### config.mk
export PLATFORM = sky130hd
export DESIGN_NAME = inst_decode_ctl
export DESIGN_NICKNAME = d
export VERILOG_FILES = /design/src/rtl/inst_decode_ctl.sv
export SDC_FILE = /design/constraint.sdc
export NUM_CORES = 1
export LEC_CHECK = 0
export CAP_MARGIN = 15
export CORE_MARGIN = 4
export CORE_UTILIZATION = 43
export CTS_CLUSTER_SIZE = 25
export DETAILED_ROUTE_END_ITERATION = 16
export GPL_ROUTABILITY_DRIVEN = 0
export PLACE_DENSITY_LB_ADDON = 0.2
export SLEW_MARGIN = 20
export SYNTH_ARGS = -nofsm -noshare
export SYNTH_HDL_FRONTEND = slang
export SYNTH_SLANG_ARGS = --single-unit
### constraint.sdc
create_clock -name CLK -period 3.4 [get_ports CLK]
set_input_delay 0.68 -clock CLK [delete_from_list [all_inputs] [get_ports CLK]]
set_output_delay 0.68 -clock CLK [all_outputs]
set_load 0.03 [all_outputs]
### src/rtl/inst_decode_ctl.sv
// inst_decode_ctl: instruction register, path-type decode, end-of-instruction and halt control
module inst_decode_ctl (
  input  logic        CLK,
  input  logic        RESET,
  input  logic [11:0] BUS,
  input  logic        STB_FETCH,
  input  logic        STB_AUTO1,
  input  logic        STB_AUTO2,
  input  logic        STB_IND,
  input  logic        STB_1,
  input  logic        STB_2,
  input  logic        STB_3,
  input  logic        STB_4,
  input  logic        STB_5,
  input  logic        STB_6,
  output logic [11:0] IR,
  output logic [1:0]  SEQTYPE,
  output logic        DONE,
  output logic        HALT_REQ,
  output logic        SEQERR,
  output logic [15:0] ICNT
);
  logic [11:0] ir_q, ir_d;
  logic        halt_q, halt_d;
  logic        err_q, err_d;
  logic [15:0] icnt_q, icnt_d;
  logic [8:0]  w_hi;
  logic        w_ind, w_auto, ir_ind, ir_auto;
  logic [5:0]  stb;
  logic [2:0]  n;
  logic        done, over, err_set;
  assign stb  = {STB_6, STB_5, STB_4, STB_3, STB_2, STB_1};
  assign w_hi = STB_FETCH ? BUS[11:3] : ir_q[11:3];
  assign w_ind   = (w_hi[8:6] < 3'd6) & w_hi[5];
  assign w_auto  = w_ind & ~w_hi[4] & (w_hi[3:0] == 4'b0001);
  assign ir_ind  = (ir_q[11:9] < 3'd6) & ir_q[8];
  assign ir_auto = ir_ind & ~ir_q[7] & (ir_q[6:3] == 4'b0001);
  // execute length of the instruction currently held in IR
  always_comb begin
    case (ir_q[11:9])
      3'd2, 3'd7: n = 3'd4;
      3'd4, 3'd6: n = 3'd3;
      3'd5:       n = 3'd1;
      default:    n = 3'd2;
    endcase
  end
  assign done = ~RESET & stb[n - 3'd1];
  assign over = |(stb >> n);
  assign err_set = over
                 | ((STB_AUTO1 | STB_AUTO2) & ~ir_auto)
                 | (STB_IND & ~ir_ind)
                 | (STB_FETCH & (STB_AUTO1 | STB_AUTO2 | STB_IND | (|stb)));
  // next-state for IR, halt pulse, sticky error and retire counter
  always_comb begin
    ir_d   = STB_FETCH ? BUS : ir_q;
    halt_d = done & (ir_q[11:9] == 3'd7) & ir_q[8] & ~ir_q[0] & ir_q[1];
    err_d  = err_q | err_set;
    icnt_d = icnt_q + 16'(done);
  end
  // state registers; reset overrides every load and set
  always_ff @(posedge CLK) begin
    if (RESET) begin
      ir_q   <= '0;
      halt_q <= 1'b0;
      err_q  <= 1'b0;
      icnt_q <= '0;
    end else begin
      ir_q   <= ir_d;
      halt_q <= halt_d;
      err_q  <= err_d;
      icnt_q <= icnt_d;
    end
  end
  assign IR       = ir_q;
  assign SEQTYPE  = {w_auto, w_ind};
  assign DONE     = done;
  assign HALT_REQ = halt_q;
  assign SEQERR   = err_q;
  assign ICNT     = icnt_q;
endmodule

==> summary by stage, run 1 <==
Synthesis
The share of synthesized area in the top cell type comes to 0.412. The register bit count reported by yosys is 30. The post-synthesis cell type count is 36. The synthesized-area fraction occupied by ao, oa, aoi and oai cells is 0.0997. Sorting the synthesized cells by area gives the leading types as dfxtp_1 (41%), mux2i_1 (8.9%), nor2_1 (6.7%), xor2_1 (6.0%), nand3_1 (3.1%). The share of the Yosys chip area taken by registers is 0.412. The simple-gate share of the synthesized area is 0.225. Of the total synthesized cell area, the portion taken by XOR and XNOR cells is 0.0782. The yosys synthesis warning count is 0.

The mean cell area of the mapped netlist is 8.93 um2. In this run, synthesis inferred 0 flip-flops with an integrated enable. The number of nets in the synthesized netlist is 190. The dominant cell type by area after synthesis is dfxtp_1. By area, the combinational part of the netlist is dominated by simple AND/OR/NAND/NOR gates. The mux share of post-synthesis cell area is 0.105. The number of instances in the synthesized netlist is 163. The async set-reset flop share out of synthesis is 0. Among all flip-flop cells after synthesis, the most frequent one is dfxtp_1. Of the total synthesized cell area, the portion taken by full adders, half adders and majority gates is 0.0258. The mapped netlist covers 0.00146 mm2.

Final layout
Once layout is complete, the utilization of the core stands at 0.671. The design area is 0.00212 mm2. The proportion of layout cells with a drive suffix above 1 is 0.0685. The net count of the finished layout is 245. The repair_antennas step left the layout with diodes totalling 0.

The most common library cell in the layout ignoring fill and taps is clkdlybuf4s50_1. In the layout the commonest cells are clkdlybuf4s50_1 (54), dfxtp_1 (30), nor2_1 (26). After filler insertion, the fill cell instance count of the layout stands at about 280.

The final standard cell count with taps included and fillers excluded is 263. The area growth from synthesis to final layout is 45.3%.

Global route
The number of antenna violations at the first check in global routing was 0. The global-route usage over all layers is 0.184. Entering global routing, the biggest net connects 31 pins. After global routing the overflow that remains totals 0. The via count of the first global-routing pass came to between 1000 and 1500.

The first global-routing pass estimated 6.07 mm of wire.

Timing
The final worst hold slack is 0.510 ns. The count of final max-slew check failures is 0. The share of the clock period used by the worst path is 0.919. Between clock sinks in the finished design, the worst skew comes to 0.00630 ns. The fmax is 320 MHz. Measured against its own limit, the worst slew margin works out to 0.696. The final hold violation count is 0. The worst path meets setup with 0.277 ns of slack. For the pin with the worst max-slew slack, the measured transition is 0.450 ns. The setup TNS is 0 ns.

The total setup violations reported at the end of the flow is 0. Setup repair after global routing left no endpoint under its margin. The routed design could run at a clock period as short as ~3.1 ns.

Clock network
CTS saw 30 sinks. TritonCTS built the clock tree. The cell sitting at the root of the clock tree is a clkbuf_4.

The H-tree generated during clock tree synthesis spans 2 levels. Clock-pin slew was measured on the worst setup and hold paths at 0.09 ns. The maximum number of buffers from clock root to sink is 2.

The post-CTS setup buffer count is 0. For the worst-skew pair, the clock arrives at the later sink with an insertion delay of roughly 0.33 ns. The number of clock buffers inserted by TritonCTS is 5.

Placed design
The quantity of I/O buffers inserted on ports is 56. The pre-CTS setup slack is 0.238 ns. The half-perimeter wire length after placement is roughly 2.9 mm. The number of placed cells counting well taps is 255. The total placed instance area is 0.00204 mm2.

Pwr
For this design the ratio of total power to cell area is about 380 mW/mm2. The analysis attributes to cell leakage a power of 0.795 nW. The highest ir drop seen on vdd is 320 uV. Summing internal, switching and leakage power gives 803 uW.

Detailed routing
For this block, the initial DRC count from the detailed router was 75. After detailed routing, the number of vias per cell comes to 5.34. Before antenna repair, the detailed router went through 5 iterations. The total wire length after detailed routing is 3.88 mm. The vias after detailed routing is around 1400. After detailed routing, the number of remaining DRC violations is 0.

The mean routed wirelength per cell is 14.7 um. Once detail routing completed, the nets flagged for antenna violations numbered 0.

Setup path
In this run the worst setup path begins at IR[9]$_SDFFE_PP0P_. The endpoint identified for the worst register-to-register timing path is ICNT[14]$_SDFF_PP0_. The required arrival time at the worst endpoint is 2.72 ns. The depth of the worst register-to-register path is 11. The reg-to-reg startpoint is IR[9]$_SDFFE_PP0P_. The critical path ends at DONE.

The maximum fanout along the worst path is 9. The nature of the critical path endpoint is a primary output. The startpoint class of the critical path is a flip-flop.

For flop-to-flop paths, the worst setup slack is 0.32 ns. The type of the worst setup path is reg2out. At the worst endpoint, the arrival time is roughly 2.4 ns.

Flow run
The max-cap violation count is 0.

Floorplanning
Measured along the x axis, the die boundary spans ~66 um. Row generation in the floorplan step produced 20 rows. For this configuration, the core starts out at a cell density of 0.462. The die area is 0.00438 mm2. The count of pins on the block boundary is 57. The core area is 0.00315 mm2.

From bottom edge to top edge, the die measures 66.2 um.

Status
The flow ran to the end, and the final reports show no timing, DRC or antenna violations.

Worst hold path
The classification of the worst-slack hold path is reg2reg.
==> routing by layer <==
metal	share of wire	global-route usage
met3	0.055	0.0663
met5	0	0
met1	0.43	0.222
met2	0.50	0.297
met4	0.016	0.0685
==> cell type report <==
class / count / area (um2) / area share
multi-input cells: 118 / 792 / 0.374
flip-flops and latches: 30 / 601 / 0.284
repair buffers: 59 / 578 / 0.273
well taps: 44 / 55.1 / 0.0260
clock buffers: 7 / 45.0 / 0.0213
clock inverters: 1 / 30.0 / 0.0142
inverters: 4 / 15.0 / 0.00710
==> synth_stat cells, drive strengths merged, types with 2 or more instances <==
master / count
a2111oi: 2
a21oi: 4
and2: 3
and4: 2
buf: 5
clkbuf: 6
dfxtp: 30
ha: 3
inv: 4
mux2i: 13
nand2: 9
nand3: 9
nand4: 5
nor2: 26
nor2b: 2
nor3: 2
nor4: 2
o21ai: 7
or3: 3
or4: 2
xnor2: 3
xor2: 10
==> cell families (layout without fill, tap and decap cells) <==
family / Yosys count / after routing
AND/OR/NAND/NOR: 67 / 67
buffers and inverters: 15 / 71
adder cells (fa/ha/maj): 3 / 3
XOR/XNOR: 13 / 13
multiplexers: 14 / 14
AO/OA/AOI/OAI: 21 / 21
flip-flops: 30 / 30
==> worst max-delay path: stages (launching register included) <==
cell and delay, ns:
dfxtp_1 0.42, a21boi_2 0.26, inv_1 0.10, ha_1 0.30
inv_1 0.11, mux4_2 0.52, nand3_1 0.17, a21oi_4 0.08
buf_4 0.17
==> flip-flops by register name (all words and copies together) (netlist names) <==
name      cells
ICNT         16
IR           12
SEQERR        1
HALT_REQ      1
==> report_power, final <==
part / switching [mW] / internal (mW) / total (mW)
clock network: 0.122 / 0.156 / 0.278
registers: 0.0114 / 0.363 / 0.374
logic: 0.0777 / 0.0736 / 0.151
total: 0.211 / 0.592 / 0.803
==> worst min path at each step <==
stage / end / slack (ns) / start / cells after the start
3_5_place_dp: ICNT[14]$_SDFF_PP0_ / 0.50 / ICNT[14]$_SDFF_PP0_ / 2
3_3_place_gp: IR[2]$_SDFFE_PP0P_ / 0.48 / IR[2]$_SDFFE_PP0P_ / 2
4_1_cts: ICNT[15]$_SDFF_PP0_ / 0.52 / ICNT[15]$_SDFF_PP0_ / 2
2_1_floorplan: ICNT[15]$_SDFF_PP0_ / 0.61 / ICNT[15]$_SDFF_PP0_ / 2
5_1_grt: ICNT[15]$_SDFF_PP0_ / 0.53 / ICNT[15]$_SDFF_PP0_ / 2
6_report: ICNT[15]$_SDFF_PP0_ / 0.51 / ICNT[15]$_SDFF_PP0_ / 2
==> what timing repair did <==
action	4_1_cts	5_1_grt
hold buffers	0	0
endpoints found under the setup margin	0	1
gates resized for setup	0	1
(Power assumes the default switching activity.)
==> inputs of run 2 (changes only) <==
Settings changed: CORE_UTILIZATION 43 to 46.
Clock period 3.4 ns to 3.8 ns, I/O delays scaled along.
==> summary by stage, run 2 (same netlist as run 1, synthesis figures left out) <==
Detailed routing
The detailed-router iteration count before antenna repair is 4 (was 5). The remaining antenna violation count after routing came to 0 (unchanged). The remaining routing DRC violations is 0 (unchanged). The vias after detailed routing came to 1356 (was 1404). The vias per cell is 5.16 (was 5.34). The total wire length after detailed routing was 3.73 mm (was 3.88 mm). The mean routed wirelength per cell is 14.2 um (was 14.7 um).

The DRC violation total after the first TritonRoute iteration is 96 (was 75).

Floorplanning
The initial standard-cell utilization of the core came to 0.477 (was 0.462). The die width was 64.3 um (was 66.2 um). The die area was 0.00413 mm2 (was 0.00438 mm2).

The row count came to 20 (unchanged). The count of pins on the block boundary is 57 (unchanged). The vertical die dimension came to 64.3 um (was 66.2 um).

The core area was 0.00305 mm2 (was 0.00315 mm2).

Pwr
The switching portion of total power is 0.242 (was 0.262). The power density over cell area is 377 mW/mm2 (was 380 mW/mm2). The total leakage power is 0.812 nW (was 0.795 nW). The part of the power in registers came to 0.417 (was 0.466). The power spent charging and discharging nets is 195 uW (was 211 uW). The clock share of power is 0.424 (was 0.346). The final total power is 807 uW (was 803 uW). The share of total power in combinational logic is 0.160 (was 0.188). The cell internal power dissipation came to 611 uW (was 592 uW).

The highest ir drop seen on vdd was 411 uV (was 320 uV).

Final layout
The final standard cell count with taps included and fillers excluded is 263 (unchanged). The design area is 0.00214 mm2 (was 0.00212 mm2). The fill cell instance count of the final layout is 261 (was 283). The area growth from synthesis to final layout was 47.0% (was 45.3%). Most frequent cells in the layout: clkdlybuf4s50_1 (55), dfxtp_1 (30), nor2_1 (26) (was clkdlybuf4s50_1 (54), dfxtp_1 (30), nor2_1 (26)). The utilization of the core after routing came to 0.701 (was 0.671). The net count of the finished layout is 245 (unchanged). The number of antenna cells inserted is 0 (unchanged). The proportion of layout cells with a drive suffix above 1 is 0.0594 (was 0.0685). The flip-flop count of the largest register, all copies and words added came to 16 (unchanged). The most common library cell in the layout ignoring fill and taps is clkdlybuf4s50_1 (unchanged).

Timing
In the finished design, the share of the clock period the worst path needs comes to 0.947. The post-layout worst setup margin is 0.200 ns (was 0.277 ns). The final worst hold slack is 0.515 ns (was 0.510 ns). The setup TNS is 0 ns (unchanged). The clock period could shrink to between 3 and 4 ns. The total setup violations reported at the end of the flow came to 0 (unchanged). The final hold violation count is 0 (unchanged). The final clock skew came to 0.00809 ns (was 0.00630 ns). The normalized max-slew margin is 0.691 (was 0.696). The count of final max-slew check failures is 0 (unchanged).

Unrepaired setup endpoints after global routing: false (unchanged). For this run, the top clock speed supported by timing is 278 MHz. The pin slew with the least headroom to its limit was 0.452 ns (was 0.450 ns).

Placed design
The total placed instance area was 0.00203 mm2 (was 0.00204 mm2). The pre-CTS setup slack came to 0.293 ns (was 0.238 ns). The number of placed cells counting well taps was 255 (unchanged). The half-perimeter wire length after placement came to 2.82 mm (was 2.93 mm). The quantity of I/O buffers inserted on ports is 56 (unchanged).

Clock network
The maximum level of the CTS H-tree is 2 (unchanged). The register clock-pin slew on the reported worst setup and hold paths is 0.10 ns (was 0.09 ns). The maximum number of buffers from clock root to sink is 2 (unchanged). The root buffer selected by CTS is clkbuf_4 (unchanged). The CTS sink count is 30 (unchanged). The number of clock buffers inserted by TritonCTS is 5 (unchanged). The post-CTS setup buffer count came to 0 (unchanged).

The clock tree from TritonCTS is built (unchanged). The clock latency on the worst-skew pair was 0.34 ns (was 0.33 ns).

Global route
The pin count of the biggest net entering global routing is 31 (unchanged). The first-pass GRT wire length is 6.16 mm (was 6.07 mm). The residual overflow from global routing came to 0 (unchanged). The global-route usage over all layers was 0.193 (was 0.184).

The via count of the first global-routing pass came to 1325 (was 1348). The number of antenna violations at the first check in global routing is 0 (unchanged).

Setup path
The endpoint arrival time on the critical path came to 2.84 ns (was 2.44 ns). The destination of the critical timing path is DONE (unchanged). The reg-to-reg setup timing slack is 0.49 ns (was 0.32 ns).

The maximum fanout along the worst path is 10 (was 9). The reg-to-reg critical path endpoint is ICNT[14]$_SDFF_PP0_ (unchanged). The nature of the critical path endpoint is a primary output (unchanged). The depth of the worst register-to-register path was 11 (unchanged). The type of the worst setup path is reg2out (unchanged). The startpoint class of the critical path is a flip-flop (unchanged). The reg-to-reg startpoint is IR[11]$_SDFFE_PP0P_ (was IR[9]$_SDFFE_PP0P_). The required arrival time at the worst endpoint is 3.04 ns (was 2.72 ns). The critical path startpoint is IR[11]$_SDFFE_PP0P_ (was IR[9]$_SDFFE_PP0P_).

Worst hold path
The classification of the worst-slack hold path is reg2reg (unchanged).

Flow run
The max-cap violation count is 0 (unchanged).

Status
Status: finished clean (unchanged).
==> run 2: cell types whose count changed in the layout (fill, tap and decap cells not counted), sizes merged <==
| cell | delta |
|---|---|
| bufinv | +1 |
| clkdlybuf4s50 | +1 |
| dlygate4sd2 | +1 |
| buf | -2 |
| clkbuf | -1 |
==> run 2: routing by layer <==
layer / vias to the layer above / track usage / wire length [um]
met3: 6 / 0.0738 / 222
met1: 639 / 0.219 / 1590
met5: - / 0 / 0
li1: 681 / - / -
met4: 0 / 0.0792 / 63
met2: 30 / 0.322 / 1860
==> run 2: critical path: stages (launching register included) <==
cell and delay, ns:
dfxtp_1 0.52, a21boi_1 0.33, inv_1 0.10, ha_1 0.22, or3_1 0.38, a211o_1 0.33, a21oi_1 0.19, dlygate4sd2_1 0.42
==> run 2: worst min path at each step <==
stage,slack (ns),endpoint,start,cells past startpoint
2_1_floorplan,0.61,ICNT[15]$_SDFF_PP0_,ICNT[15]$_SDFF_PP0_,2
3_3_place_gp,0.48,ICNT[15]$_SDFF_PP0_,ICNT[15]$_SDFF_PP0_,2
3_5_place_dp,0.49,IR[2]$_SDFFE_PP0P_,IR[2]$_SDFFE_PP0P_,2
4_1_cts,0.51,IR[2]$_SDFFE_PP0P_,IR[2]$_SDFFE_PP0P_,2
5_1_grt,0.56,IR[2]$_SDFFE_PP0P_,IR[2]$_SDFFE_PP0P_,2
6_report,0.51,IR[2]$_SDFFE_PP0P_,IR[2]$_SDFFE_PP0P_,2
==> run 2: power by group through the flow <==
stage | Clock, mW | Combinational (mW) | Sequential (mW)
finish | 0.342 | 0.129 | 0.336
global route | 0.360 | 0.139 | 0.338
CTS | 0.348 | 0.130 | 0.336
detailed placement | 0 | 0.130 | 0.343
global placement | 0 | 0.127 | 0.342
floorplan | 0 | 0.0524 | 0.360
==> run 2: what timing repair did <==
item	CTS	global route
endpoints found under the setup margin	1	0
resized for setup	1	0
hold buffers	0	0
endpoints found under the hold margin	0	0
==> run 2: cell type report <==
class / instances / area, um2 / share of cell area
Timing Repair Buffer: 59 / 582 / 0.272
Multi-Input combinational cell: 118 / 777 / 0.363
Sequential cell: 30 / 601 / 0.281
Inverter: 4 / 15.0 / 0.00701
Clock buffer: 6 / 51.3 / 0.0240
Clock inverter: 2 / 60.1 / 0.0281
Tap cell: 44 / 55.1 / 0.0257
==> inputs of run 3 (changes only) <==
Settings changed: CORE_UTILIZATION 46 to 40.
==> summary by stage, run 3 (same netlist as run 1, synthesis figures left out) <==
Clock network
The maximum number of buffers from clock root to sink is 2 (unchanged). The clock latency on the worst-skew pair came to 0.33 ns (was 0.34 ns). The clock tree from TritonCTS is built (unchanged). The CTS sink count was 30 (unchanged).

The register clock-pin slew on the reported worst setup and hold paths is 0.10 ns (about the same). The root buffer selected by CTS is clkbuf_4 (unchanged). The post-cts hold buffer count is 0 (unchanged).

The post-CTS setup buffer count was 0 (unchanged). The number of gates resized after cts is 1 (unchanged). The maximum level of the CTS H-tree came to 2 (unchanged).

The number of clock buffers inserted by TritonCTS is 5 (unchanged).

Setup path
The startpoint class of the critical path is a flip-flop (unchanged). Cells along the critical path: a21boi_1, inv_1, ha_1, or3_1, a211o_1, a21oi_1, dlygate4sd2_1 (unchanged). The reg-to-reg startpoint was IR[11]$_SDFFE_PP0P_ (unchanged).

The worst path buffer plus inverter count is 2 (unchanged). The type of the worst setup path is reg2out (unchanged). The nature of the critical path endpoint is a primary output (unchanged). The reg-to-reg setup timing slack came to 0.47 ns (was 0.49 ns). The reg-to-reg critical path endpoint is ICNT[14]$_SDFF_PP0_ (unchanged). The delay contributed by the slowest stage of the critical path is 0.51 ns (was 0.52 ns). The depth of the worst register-to-register path is 11 (unchanged). The cell with the largest stage delay on the worst path is dfxtp_1 (unchanged). The dominant delay contributor by cell family on the critical path was compound AO/OA/AOI/OAI gates (unchanged). The required arrival time at the worst endpoint is 3.04 ns (about the same). The endpoint arrival time on the critical path came to 2.83 ns (was 2.84 ns). The maximum fanout along the worst path is 10 (unchanged).

Floorplanning
The initial standard-cell utilization of the core was 0.426 (was 0.477). The vertical die dimension was 68.3 um (was 64.3 um). The row count was 21 (was 20). The die area is 0.00467 mm2 (was 0.00413 mm2). The count of pins on the block boundary is 57 (unchanged). The die width is 68.3 um (was 64.3 um). The core area is 0.00342 mm2 (was 0.00305 mm2).

Detailed routing
The detailed-router iteration count before antenna repair is 4 (unchanged). The remaining antenna violation count after routing is 0 (unchanged). The DRC violation total after the first TritonRoute iteration came to 50 (was 96). The remaining routing DRC violations was 0 (unchanged). The mean routed wirelength per cell was 13.5 um (was 14.2 um).

The vias per cell is 5.14 (was 5.16). The total wire length after detailed routing is 3.56 mm (was 3.73 mm). The vias after detailed routing is 1356 (unchanged).

Status
Status: finished clean (unchanged).

Global route
The global-route usage over all layers is 0.175 (was 0.193). The met1 capacity usage during global routing is 0.205 (was 0.219). The first-pass GRT wire length is 6.04 mm (was 6.16 mm). The most utilized layer in the global route result is met2 (unchanged). The global routing met2 resource utilization is 0.289 (was 0.322). The via count of the first global-routing pass is 1351 (was 1325). The number of antenna violations at the first check in global routing was 0 (unchanged). The residual overflow from global routing is 0 (unchanged). The pin count of the biggest net entering global routing is 31 (unchanged). The met3 global-route usage was 0.0493 (was 0.0738).

Final layout
Most frequent cells in the layout: clkdlybuf4s50_1 (55), dfxtp_1 (30), nor2_1 (26) (unchanged). The utilization of the core after routing is 0.610 (was 0.701). The flip-flop count of the largest register, all copies and words added is 16 (unchanged). The number of antenna cells inserted is 0 (unchanged). The most common library cell in the layout ignoring fill and taps is clkdlybuf4s50_1 (unchanged).

The area growth from synthesis to final layout is 43.1% (was 47.0%). The net count of the finished layout was 244 (was 245). The proportion of layout cells with a drive suffix above 1 is 0.0505 (was 0.0594).

Timing
The count of final max-slew check failures came to 0 (unchanged). The minimum clock period is 3.59 ns (was 3.60 ns). The final worst hold slack came to 0.511 ns (was 0.515 ns).

The share of the clock period used by the worst path was 0.945 (was 0.947). The normalized max-slew margin was 0.648 (was 0.691). The pin slew with the least headroom to its limit is 0.523 ns (was 0.452 ns).

Unrepaired setup endpoints after global routing: false (unchanged). The final hold violation count is 0 (unchanged). The setup TNS is 0 ns (unchanged). The fmax is 279 MHz (was 278 MHz). The final clock skew was 0.0133 ns (was 0.00809 ns).

The total setup violations reported at the end of the flow is 0 (unchanged).

Pwr
The power density over cell area was 316 mW/mm2 (was 377 mW/mm2). The highest ir drop seen on vdd is 220 uV (was 411 uV). The total leakage power is 0.784 nW (was 0.812 nW).

Worst hold path
The cell depth of the worst min-delay path is 2 (unchanged). The hold-critical path endpoint was ICNT[15]$_SDFF_PP0_ (was IR[2]$_SDFFE_PP0P_). The launch point of the worst hold path is ICNT[15]$_SDFF_PP0_ (was IR[2]$_SDFFE_PP0P_).

The classification of the worst-slack hold path is reg2reg (unchanged).

Placed design
The half-perimeter wire length after placement is 2.77 mm (was 2.82 mm). The quantity of I/O buffers inserted on ports was 56 (unchanged).

Flow run
The max-cap violation count is 0 (unchanged).
## run 3: cell type report
class / count / area (um2)
Clock buffer: 7 / 55.1
Fill cell: 314 / 1330
Clock inverter: 1 / 5.00
Tap cell: 46 / 57.6
Sequential cell: 30 / 601
Multi-Input combinational cell: 118 / 777
Timing Repair Buffer: 58 / 574
Inverter: 4 / 15.0
## run 3: metrics by stage
step	cells	instance area, um2	setup slack [ns]	power, mW
floorplan	163	1460	0.0998	0.412
global placement	256	2030	0.402	0.468
detailed placement	256	2030	0.267	0.472
CTS	264	2080	0.177	0.670
global route	264	2080	0.0159	0.698
finish	264	2080	0.210	0.658
## run 3: layer usage
layer / part of all wire / vias to the layer above
met5: 0 / -
met4: 0.020 / 0
met3: 0.064 / 7
met2: 0.49 / 42
met1: 0.42 / 626
li1: - / 681
## run 3: how the worst max path moves through the flow
| stage | startpoint | endpoint | slack (ns) | depth (start not counted) |
|---|---|---|---|---|
| after floorplan | IR[11]$_SDFFE_PP0P_ | ICNT[15]$_SDFF_PP0_ | 0.1 | 13 |
| after global placement | IR[11]$_SDFFE_PP0P_ | DONE | 0.40 | 7 |
| after detailed placement | IR[11]$_SDFFE_PP0P_ | DONE | 0.27 | 7 |
| after CTS | IR[11]$_SDFFE_PP0P_ | DONE | 0.18 | 7 |
| after global routing | IR[11]$_SDFFE_PP0P_ | DONE | 0.02 | 7 |
| final | IR[11]$_SDFFE_PP0P_ | DONE | 0.21 | 7 |
## run 3: tightest hold or removal path: cells and delay by family, from the launching register on
kind,cells,cell delay [ns]
AOI/OAI and AO/OA,2,0.14
DFF,1,0.33
## run 3: where the power goes
part | leakage [nW] | internal [mW] | switching, mW
sequential | 0.245 | 0.325 | 0.0106
combinational | 0.504 | 0.0633 | 0.0642
clock | 0.0353 | 0.0895 | 0.106
total | 0.784 | 0.478 | 0.181
